--- config.mk ---
export PLATFORM = sky130hd
export DESIGN_NAME = tug_scorer
export DESIGN_NICKNAME = d
export VERILOG_FILES = /design/src/rtl/tug_scorer.sv
export SDC_FILE = /design/constraint.sdc
export NUM_CORES = 1
export LEC_CHECK = 0
export BUFFER_PORTS_ARGS = -buffer_cell sky130_fd_sc_hd__buf_4
export CORE_UTILIZATION = 45
export CTS_CLUSTER_SIZE = 14
export DETAILED_ROUTE_END_ITERATION = 8
export PLACE_DENSITY = 0.7
export SYNTH_ARGS = -nofsm -noshare
export SYNTH_HDL_FRONTEND = slang
export SYNTH_SLANG_ARGS = --single-unit
export TNS_END_PERCENT = 10
--- constraint.sdc ---
create_clock -name clk -period 5.05 [get_ports clk]
set_input_delay 0.2525 -clock clk [delete_from_list [all_inputs] [get_ports clk]]
set_output_delay 0.2525 -clock clk [all_outputs]
set_load 0.01 [all_outputs]
--- src/rtl/tug_scorer.sv ---
// Tug-of-war rope position, round/speed scoring and LED display for the game master.
module tug_scorer #(
  parameter int unsigned NPOS       = 9,
  parameter int unsigned ROUNDS_WIN = 3,
  parameter int unsigned SPEED_TGT  = 8,
  parameter int unsigned SPEED_HOLD = 2
) (
  input  logic            clk,
  input  logic            rst,
  input  logic            pbl,
  input  logic            pbr,
  input  logic            slowen,
  input  logic            leds_on,
  input  logic            clear,
  input  logic [2:0]      led_control,
  input  logic            fake,
  input  logic            speed_round,
  output logic            winrnd,
  output logic            winspeed,
  output logic            speed_exit,
  output logic            isVictory,
  output logic [NPOS-1:0] leds,
  output logic [1:0]      score_l,
  output logic [1:0]      score_r
);

  localparam int unsigned PW = $clog2(NPOS);
  localparam int unsigned CW = $clog2(SPEED_TGT + 1);
  localparam int unsigned HW = $clog2(SPEED_HOLD + 1);

  localparam logic [PW-1:0]   CENTRE  = PW'(NPOS / 2);
  localparam logic [PW-1:0]   LAST    = PW'(NPOS - 1);
  localparam logic [CW-1:0]   TGT     = CW'(SPEED_TGT);
  localparam logic [1:0]      RWIN    = 2'(ROUNDS_WIN);
  localparam logic [HW-1:0]   HLAST   = HW'(SPEED_HOLD - 1);
  localparam logic [NPOS-1:0] LED_CTR = NPOS'(1) << (NPOS / 2);

  typedef enum logic [2:0] {
    IDLE, ARMED, WON, SPEED, SPDSHOW, VICTORY
  } state_e;

  state_e          state_q, state_d;
  logic [PW-1:0]   pos_q, pos_d;
  logic [CW-1:0]   cnt_l_q, cnt_l_d, cnt_r_q, cnt_r_d;
  logic [HW-1:0]   hold_q, hold_d;
  logic [1:0]      score_l_q, score_l_d, score_r_q, score_r_d;
  logic            winrnd_q, winrnd_d, winspeed_q, winspeed_d;
  logic            speed_exit_q, speed_exit_d, victory_q, victory_d;
  logic [NPOS-1:0] leds_q, leds_d;
  logic            win_l, win_r, lone_l, lone_r;

  // Game FSM: rope movement, early-press penalties, speed race and tallies
  always_comb begin
    state_d      = state_q;
    pos_d        = pos_q;
    cnt_l_d      = cnt_l_q;
    cnt_r_d      = cnt_r_q;
    hold_d       = hold_q;
    score_l_d    = score_l_q;
    score_r_d    = score_r_q;
    victory_d    = victory_q;
    winrnd_d     = 1'b0;
    winspeed_d   = 1'b0;
    speed_exit_d = 1'b0;
    win_l        = 1'b0;
    win_r        = 1'b0;
    lone_l       = pbl && !pbr;
    lone_r       = pbr && !pbl;

    case (state_q)
      IDLE: begin
        pos_d = CENTRE;
        if (speed_round) begin
          state_d = SPEED;
          cnt_l_d = '0;
          cnt_r_d = '0;
        end else if (!clear) begin
          state_d = ARMED;
        end
      end
      ARMED: begin
        if (led_control == 3'b000 || fake) begin
          // a lone press before the go signal hands the round to the opponent
          if (lone_l) begin
            pos_d = LAST;
            win_r = 1'b1;
          end else if (lone_r) begin
            pos_d = '0;
            win_l = 1'b1;
          end
        end else if (led_control == 3'b011) begin
          if (lone_l && pos_q != '0) begin
            pos_d = pos_q - PW'(1);
            win_l = (pos_q == PW'(1));
          end else if (lone_r && pos_q != LAST) begin
            pos_d = pos_q + PW'(1);
            win_r = (pos_q == LAST - PW'(1));
          end
        end
        if (win_l || win_r) begin
          winrnd_d = 1'b1;
          state_d  = WON;
        end
      end
      WON: begin
        if (led_control == 3'b010 || led_control == 3'b001) begin
          state_d = IDLE;
          pos_d   = CENTRE;
        end
      end
      SPEED: begin
        if (!speed_round) begin
          state_d = IDLE;
        end else begin
          if (pbl && cnt_l_q != TGT) cnt_l_d = cnt_l_q + CW'(1);
          if (pbr && cnt_r_q != TGT) cnt_r_d = cnt_r_q + CW'(1);
          // simultaneous arrival goes to the left player
          if (cnt_l_d == TGT)      win_l = 1'b1;
          else if (cnt_r_d == TGT) win_r = 1'b1;
          if (win_l || win_r) begin
            winspeed_d = 1'b1;
            state_d    = SPDSHOW;
            hold_d     = '0;
          end
        end
      end
      SPDSHOW: begin
        if (slowen) begin
          if (hold_q == HLAST) begin
            speed_exit_d = 1'b1;
            state_d      = WON;
            hold_d       = '0;
          end else begin
            hold_d = hold_q + HW'(1);
          end
        end
      end
      VICTORY: ;
      default: state_d = IDLE;
    endcase

    if (win_l && score_l_q != RWIN) score_l_d = score_l_q + 2'd1;
    if (win_r && score_r_q != RWIN) score_r_d = score_r_q + 2'd1;

    // a full tally ends the game one cycle after the deciding pulse
    if (state_q != VICTORY && (score_l_q == RWIN || score_r_q == RWIN)) begin
      state_d      = VICTORY;
      victory_d    = 1'b1;
      speed_exit_d = 1'b0;
    end
  end

  // LED pattern for the next cycle, following the next rope position/counts
  always_comb begin
    leds_d = '0;
    if (leds_on) begin
      case (led_control)
        3'b000: leds_d = '0;
        3'b001: leds_d = LED_CTR;
        3'b010: leds_d = '1;
        3'b011, 3'b100: leds_d[pos_d] = 1'b1;
        3'b110: begin
          if (cnt_l_d > cnt_r_d)      leds_d[0]    = 1'b1;
          else if (cnt_r_d > cnt_l_d) leds_d[LAST] = 1'b1;
          else                        leds_d       = LED_CTR;
        end
        default: leds_d = LED_CTR;
      endcase
    end
  end

  // State and output registers
  always_ff @(posedge clk or negedge rst) begin
    if (!rst) begin
      state_q      <= IDLE;
      pos_q        <= CENTRE;
      cnt_l_q      <= '0;
      cnt_r_q      <= '0;
      hold_q       <= '0;
      score_l_q    <= '0;
      score_r_q    <= '0;
      winrnd_q     <= 1'b0;
      winspeed_q   <= 1'b0;
      speed_exit_q <= 1'b0;
      victory_q    <= 1'b0;
      leds_q       <= LED_CTR;
    end else begin
      state_q      <= state_d;
      pos_q        <= pos_d;
      cnt_l_q      <= cnt_l_d;
      cnt_r_q      <= cnt_r_d;
      hold_q       <= hold_d;
      score_l_q    <= score_l_d;
      score_r_q    <= score_r_d;
      winrnd_q     <= winrnd_d;
      winspeed_q   <= winspeed_d;
      speed_exit_q <= speed_exit_d;
      victory_q    <= victory_d;
      leds_q       <= leds_d;
    end
  end

  assign winrnd     = winrnd_q;
  assign winspeed   = winspeed_q;
  assign speed_exit = speed_exit_q;
  assign isVictory  = victory_q;
  assign leds       = leds_q;
  assign score_l    = score_l_q;
  assign score_r    = score_r_q;

endmodule

# Yosys cells after proc, flatten, opt, wreduce, memory -nomap -nowiden
# Index checks and enable logic that the tools add are counted.
dict set report classes {
  mux 75
  n_eq_ne 33
  order_cmp 4
  add_sub_neg 7
  reduce_logical 24
}
# operator count
set ops {}
lappend ops {{4-bit 2-to-1 mux} 17}
lappend ops {{9-bit one-hot mux with 4 select lines} 1}
lappend ops {{1-bit 2-to-1 mux} 33}
lappend ops {{3-bit 2-to-1 mux} 9}
lappend ops {{4-bit != test, second input constant} 5}
lappend ops {{3-bit one-hot mux with 6 select lines} 1}
lappend ops {{4-bit one-hot mux with 2 select lines} 2}
lappend ops {{3-bit != test, second input constant} 5}
lappend ops {{4-bit by 1-bit adder with 4-bit output, second input constant} 3}
lappend ops {{3-bit by 2-bit equality test with 1-bit output, second input constant} 4}
lappend ops {{3-bit equality test, second input constant} 4}
lappend ops {{2-bit != test, second input constant} 6}
lappend ops {{4-bit one-hot mux with 3 select lines} 1}
lappend ops {{1-bit logical AND} 10}
lappend ops {{9-bit 2-to-1 mux} 1}
lappend ops {{4-bit equality test, second input constant} 2}
lappend ops {{4-bit greater-than comparator} 2}
lappend ops {{2-bit 2-to-1 mux} 4}
lappend ops {{8-bit 2-to-1 mux} 1}
lappend ops {{7-bit AND reduction} 1}
lappend ops {{2-bit by 1-bit adder with 2-bit output, second input constant} 3}
lappend ops {{3-bit by 1-bit equality test with 1-bit output, second input constant} 2}
lappend ops {{3-bit logical NOT} 2}
lappend ops {{1-bit logical OR} 5}
lappend ops {{other kinds (16)} 19}
dict set report word_totals {
  inputBits 12
  wordCells 155
  reg_bits 34
  output_inout_bits 17
}

# Depth between registers and ports, before layout
dict set report depth {
  word_depth 15
  mapped_depth 14
  mapped_depth_nobuf 14
}

# Worst setup path before layout
# No wires, ideal clock.
dict set report synth_path {
  path_type {register -> register}
  startpoint {register state_q[1]}
  endpoint {register leds_q[8] (netlist: leds[8])}
  n_path_buf 1
  arrival_ps 2365
  period_less_slack_ps 2499
  setup_ps 134
  path_slack_ps 2551
  path_stages_with_launch 12
  required_time_ps 4916
  cell_sequence {dfrtp_1 -> buf_1 -> xnor2_1 -> nand3b_1 -> o21bai_1 -> a32oi_1 -> ha_1 -> a21o_1 -> a21o_1 -> a21o_1 -> a21boi_0 -> o32ai_1}
}
dict set report synth_between {
  elab_chain_len 8
  word_cells_on_any_way 18
  classes_between {order compare (4); eq/ne (3); mux (9); reduce/logical (2)}
}
# element line_no
set synth_rtl {}
lappend synth_rtl {{from (decl)} 42} ;# state_e state_q, state_d;
lappend synth_rtl {{from (signal assigned)} 188} ;# state_q <= state_d;
lappend synth_rtl {{3-bit by 2-bit equality test with 1-bit output (tied with other cells)} 70} ;# case (state_q)
lappend synth_rtl {{4-bit one-hot mux with 3 select lines} 70}
lappend synth_rtl {{4-bit by 5-bit < comparator with 1-bit output (not written as such) / 4-bit by 1-bit greater-or-equal comparator with 1-bit output (equally long branches)} 161} ;# 3'b011, 3'b100: leds_d[pos_d] = 1'b1;
lappend synth_rtl {{1-bit logical AND (not written as such)} 161}
lappend synth_rtl {{1-bit 2-to-1 mux (not written as such)} 161}
lappend synth_rtl {{1-bit demux with 4-bit select} 161}
lappend synth_rtl {{9-bit one-hot mux with 4 select lines (*)} 157} ;# case (led_control)
lappend synth_rtl {{9-bit 2-to-1 mux (*)} 156} ;# if (leds_on) begin
lappend synth_rtl {{via leds_d[8]} 49} ;# logic [NPOS-1:0] leds_q, leds_d;
lappend synth_rtl {{to (signal assigned)} 199} ;# leds_q <= leds_d;
lappend synth_rtl {{to (decl)} 49}
# Mark *: on every way through the listed nets, which the timed path passes. The rest lies on a longest branch.
# A chain may end at the register's enable or synchronous reset.

# Worst setup path in the final report
dict set report layout_path {
  startpoint {register state_q[0]}
  endpoint {register leds_q[8] (netlist: leds[8])}
}
dict set report layout_between {
  word_cells_on_any_way 18
  classes_between {order compare (4); eq/ne (3); mux (9); reduce/logical (2)}
}
# element line_no
set layout_rtl {}
lappend layout_rtl {{3-bit by 2-bit equality test with 1-bit output / 3-bit logical NOT (equally long branches)} 70}
lappend layout_rtl {{4-bit one-hot mux with 2 select lines (*)} 70}
lappend layout_rtl {{via cnt_r_d[1]} 44} ;# logic [CW-1:0] cnt_l_q, cnt_l_d, cnt_r_q, cnt_r_d;
lappend layout_rtl {{4-bit greater-than comparator} 164} ;# else if (cnt_r_d > cnt_l_d) leds_d[LAST] = 1'b1;
lappend layout_rtl {{1-bit 2-to-1 mux} 164}
lappend layout_rtl {{8-bit 2-to-1 mux (*)} 163} ;# if (cnt_l_d > cnt_r_d) leds_d[0] = 1'b1;
lappend layout_rtl {{9-bit one-hot mux with 4 select lines (*)} 157}
lappend layout_rtl {{9-bit 2-to-1 mux (*)} 156}
lappend layout_rtl {{via leds_d[8]} 49}
# Marked as above.

==> impl_metrics.py <==
metrics = {
    "run_status": {
        "outcome": "complete, no violations",
    },
    "drt": {
        "viasPerCell": 5.55,
        "drcViolationCount": 0,
        "first_iter_violations": 118,
        "drtAntennaViolNets": 0,
        "vias": 1915,
        "wl_per_cell_um": 14.9,
        "wl_um": 5150,
        "dr.pass1.iters": 4,
    },
    "pwr": {
        "leakagePower_nw": 1.26,
        "p_clk_share_pct": 19.0,
        "sequentialPowerShare_pct": 35.6,
        "swShare_pct": 40.2,
        "internal_power_mw": 0.743,
        "power_density_nw_per_um2": 452,
        "pwr-share-comb_pct": 45.4,
        "switchingPower_mw": 0.500,
        "peakVddDrop_mv": 0.270,
    },
    "synthesis": {
        "synth-warning-count": 0,
        "syn-cell-area_um2": 2390,
        "syn_nets": 274,
        "yosysMostFrequentCell": "dfrtp_1",
        "ys_async_sr_fraction_pct": 100,
        "syn_avg_cell_area_um2": 9.60,
        "synth_edf_count": 0,
        "synth_top_area_cell": "dfrtp_1",
        "synthTopCellsByArea": "dfrtp_1 33%, ha_1 6.8%, nand2_1 3.3%",
        "synth_commonest_cells": "32 x dfrtp_1, 21 x nand2_1, 15 x inv_1",
        "postSynth.topFlopCell": "dfrtp_1",
        "synth-seq-cells": 34,
        "synth_cells": 249,
        "ys_seq_area_share_pct": 35.7,
        "ys_types": 71,
        "synth_top_cell_area_share_pct": 33.5,
    },
    "cells_and_area": {
        "finalNetCount": 299,
        "utilization_pct": 53.8,
        "final_area_um2": 2750,
        "diodes": 0,
        "final_cells": 345,
        "synthToLayoutAreaGrowth_pct": 15.0,
        "drive_above_1_share_pct": 23.3,
        "fill_cells": 475,
    },
    "global_routing": {
        "grt_pass1_vias": 1893,
        "overflow": 0,
        "grt_max_degree": 35,
        "grt_pass1_wl_um": 8850,
        "grtUsageTotal_pct": 20.8,
        "antenna_found_initial": 0,
    },
    "worst_setup_path": {
        "cp_max_fo": 12,
        "crit_type": "reg2reg",
        "endpoint_kind": "flop",
        "critPathRequiredTime_ps": 5210,
        "worst_setup_path_start_kind": "flop",
        "crit_arrival_ps": 3000,
    },
    "floorplanning": {
        "rows": 26,
        "dieArea_um2": 5610,
        "coreArea_um2": 5110,
        "start_util_pct": 46.8,
        "die_width_um": 74.9,
        "fp.dieH_um": 74.9,
        "ioPinCount": 29,
    },
    "sta": {
        "whs_ps": 190,
        "hold_viol_final": 0,
        "min_period_ps": 2840,
        "max_freq_ghz": 0.352,
        "fin_skew_ps": 10.1,
        "drv_slew": 0,
        "post-route-period-util_pct": 56.3,
        "setup_viol_count_final": 0,
        "finalSetupTns_ps": 0,
        "worst_pin_slew_ps": 561,
        "rsz0062_at_grt": "false",
        "relSlewSlack_pct": 62.2,
    },
    "clock_network": {
        "root_buffer": "clkbuf_8",
        "numCtsBuffers": 5,
        "htree_levels": 2,
        "post_cts_buffers": 0,
        "clk_latency_ps": 290,
        "clkSinkCount": 34,
        "clkSlewWorstSetupHoldPaths_ps": 70,
        "cts_resized": 0,
        "clockBufferDepth": 2,
        "cts_tree": "built",
        "cts_hold_buf": 1,
    },
    "placement": {
        "place_hpwl_um": 3840,
        "io_buffers": 28,
        "postPlaceCellArea_um2": 2630,
        "dp.cells": 336,
        "gp_congestion": 0.842,
    },
    "job": {
        "max_cap_viol_count": 0,
    },
    "hold_path": {
        "hold_class": "in2reg",
    },
}
-- cell families after synthesis --
family | Yosys count | share of synthesized area [%]
mux | 7 | 3.51
fa+ha+maj | 13 | 6.80
simple gates | 96 | 24.8
buf+inv | 26 | 4.81
flops | 34 | 35.7
xor+xnor | 8 | 2.93
compound gates | 65 | 21.5
-- metrics by stage --
| stage | total power, mW | setup WS (ps) |
|---|---|---|
| after floorplan | 0.858 | 2550 |
| after global placement | 0.997 | 2430 |
| after detailed placement | 1.00 | 2240 |
| after CTS | 1.25 | 2220 |
| after global routing | 1.34 | 1960 |
| final | 1.24 | 2210 |
-- layout make-up --
| class | count | area, um2 | area share, % |
|---|---|---|---|
| Clock buffer | 8 | 110 | 4.00 |
| Inverter | 15 | 56.3 | 2.05 |
| Multi-Input combinational cell | 189 | 1420 | 51.7 |
| Sequential cell | 34 | 853 | 31.0 |
| Tap cell | 70 | 87.6 | 3.18 |
| Timing Repair Buffer | 29 | 220 | 8.01 |
-- per-layer routing --
| layer | routed length [um] | part of all wire, % | up-vias | global-route usage [%] |
|---|---|---|---|---|
| met1 | 2590 | 50 | 915 | 30.1 |
| met2 | 2300 | 45 | 30 | 30.2 |
| li1 | - | - | 963 | - |
| met5 | 0 | 0 | - | 0 |
| met4 | 91 | 1.8 | 0 | 8.81 |
| met3 | 171 | 3.3 | 7 | 4.42 |
-- sequential cells by signal (all words and copies together), names as in the netlist --
name        count
leds            9
cnt_l_q         4
cnt_r_q         4
pos_q           4
state_q         3
hold_q          2
score_l         2
score_r         2
isVictory       1
speed_exit      1
winrnd          1
winspeed        1
-- final timing paths --
path                                   endpoint                   start  slack (ps)  depth (start not counted)
max                           leds[8]$_DFF_PN0_  state_q[0]$_DFFE_PN0P_        2210                         11
max in group asynchronous    pos_q[2]$_DFF_PN1_                     rst        4270                          2
max reg2reg                   leds[8]$_DFF_PN0_  state_q[0]$_DFFE_PN0P_        2210                         11
min reg2reg                speed_exit$_DFF_PN0_   hold_q[1]$_DFFE_PN0P_         460                          1
min in group asynchronous    pos_q[0]$_DFF_PN0_                     rst         440                          2
min                           leds[4]$_DFF_PN1_                 leds_on         190                          3
-- critical path, cell delays in order (launching register included) --
cell and delay, ps:
dfrtp_1 550, inv_1 160, nor2_1 130, and3_1 350, a21oi_1 140, o22ai_1 250
ha_1 290, a21o_1 200, a21o_1 180, a21o_1 190, a21boi_0 180, o32ai_1 100
-- power by group through the flow --
stage,clock network [mW],logic [mW],registers (mW)
after detailed placement,0,0.557,0.447
after global placement,0,0.555,0.443
final,0.237,0.564,0.442
after CTS,0.242,0.563,0.442
after global routing,0.251,0.636,0.455
after floorplan,0,0.452,0.405
-- cell usage in the layout, fill, tap and decap left out, types with 5 or more instances in the layout --
| cell | netlist | routed |
|---|---|---|
| ha_1 | 13 | 13 |
| nor2_1 | 12 | 12 |
| inv_1 | 15 | 15 |
| nand4_1 | 6 | 6 |
| o21ai_0 | 8 | 8 |
| nand2_1 | 21 | 21 |
| nor3_1 | 5 | 5 |
| nand3b_1 | 7 | 7 |
| and2_1 | 5 | 5 |
| clkbuf_8 | 0 | 8 |
| dfrtp_1 | 32 | 32 |
| a21oi_1 | 8 | 8 |
| buf_4 | 1 | 28 |
| or2_2 | 6 | 6 |
| nand3_1 | 6 | 6 |
(Power assumes the default switching activity.)
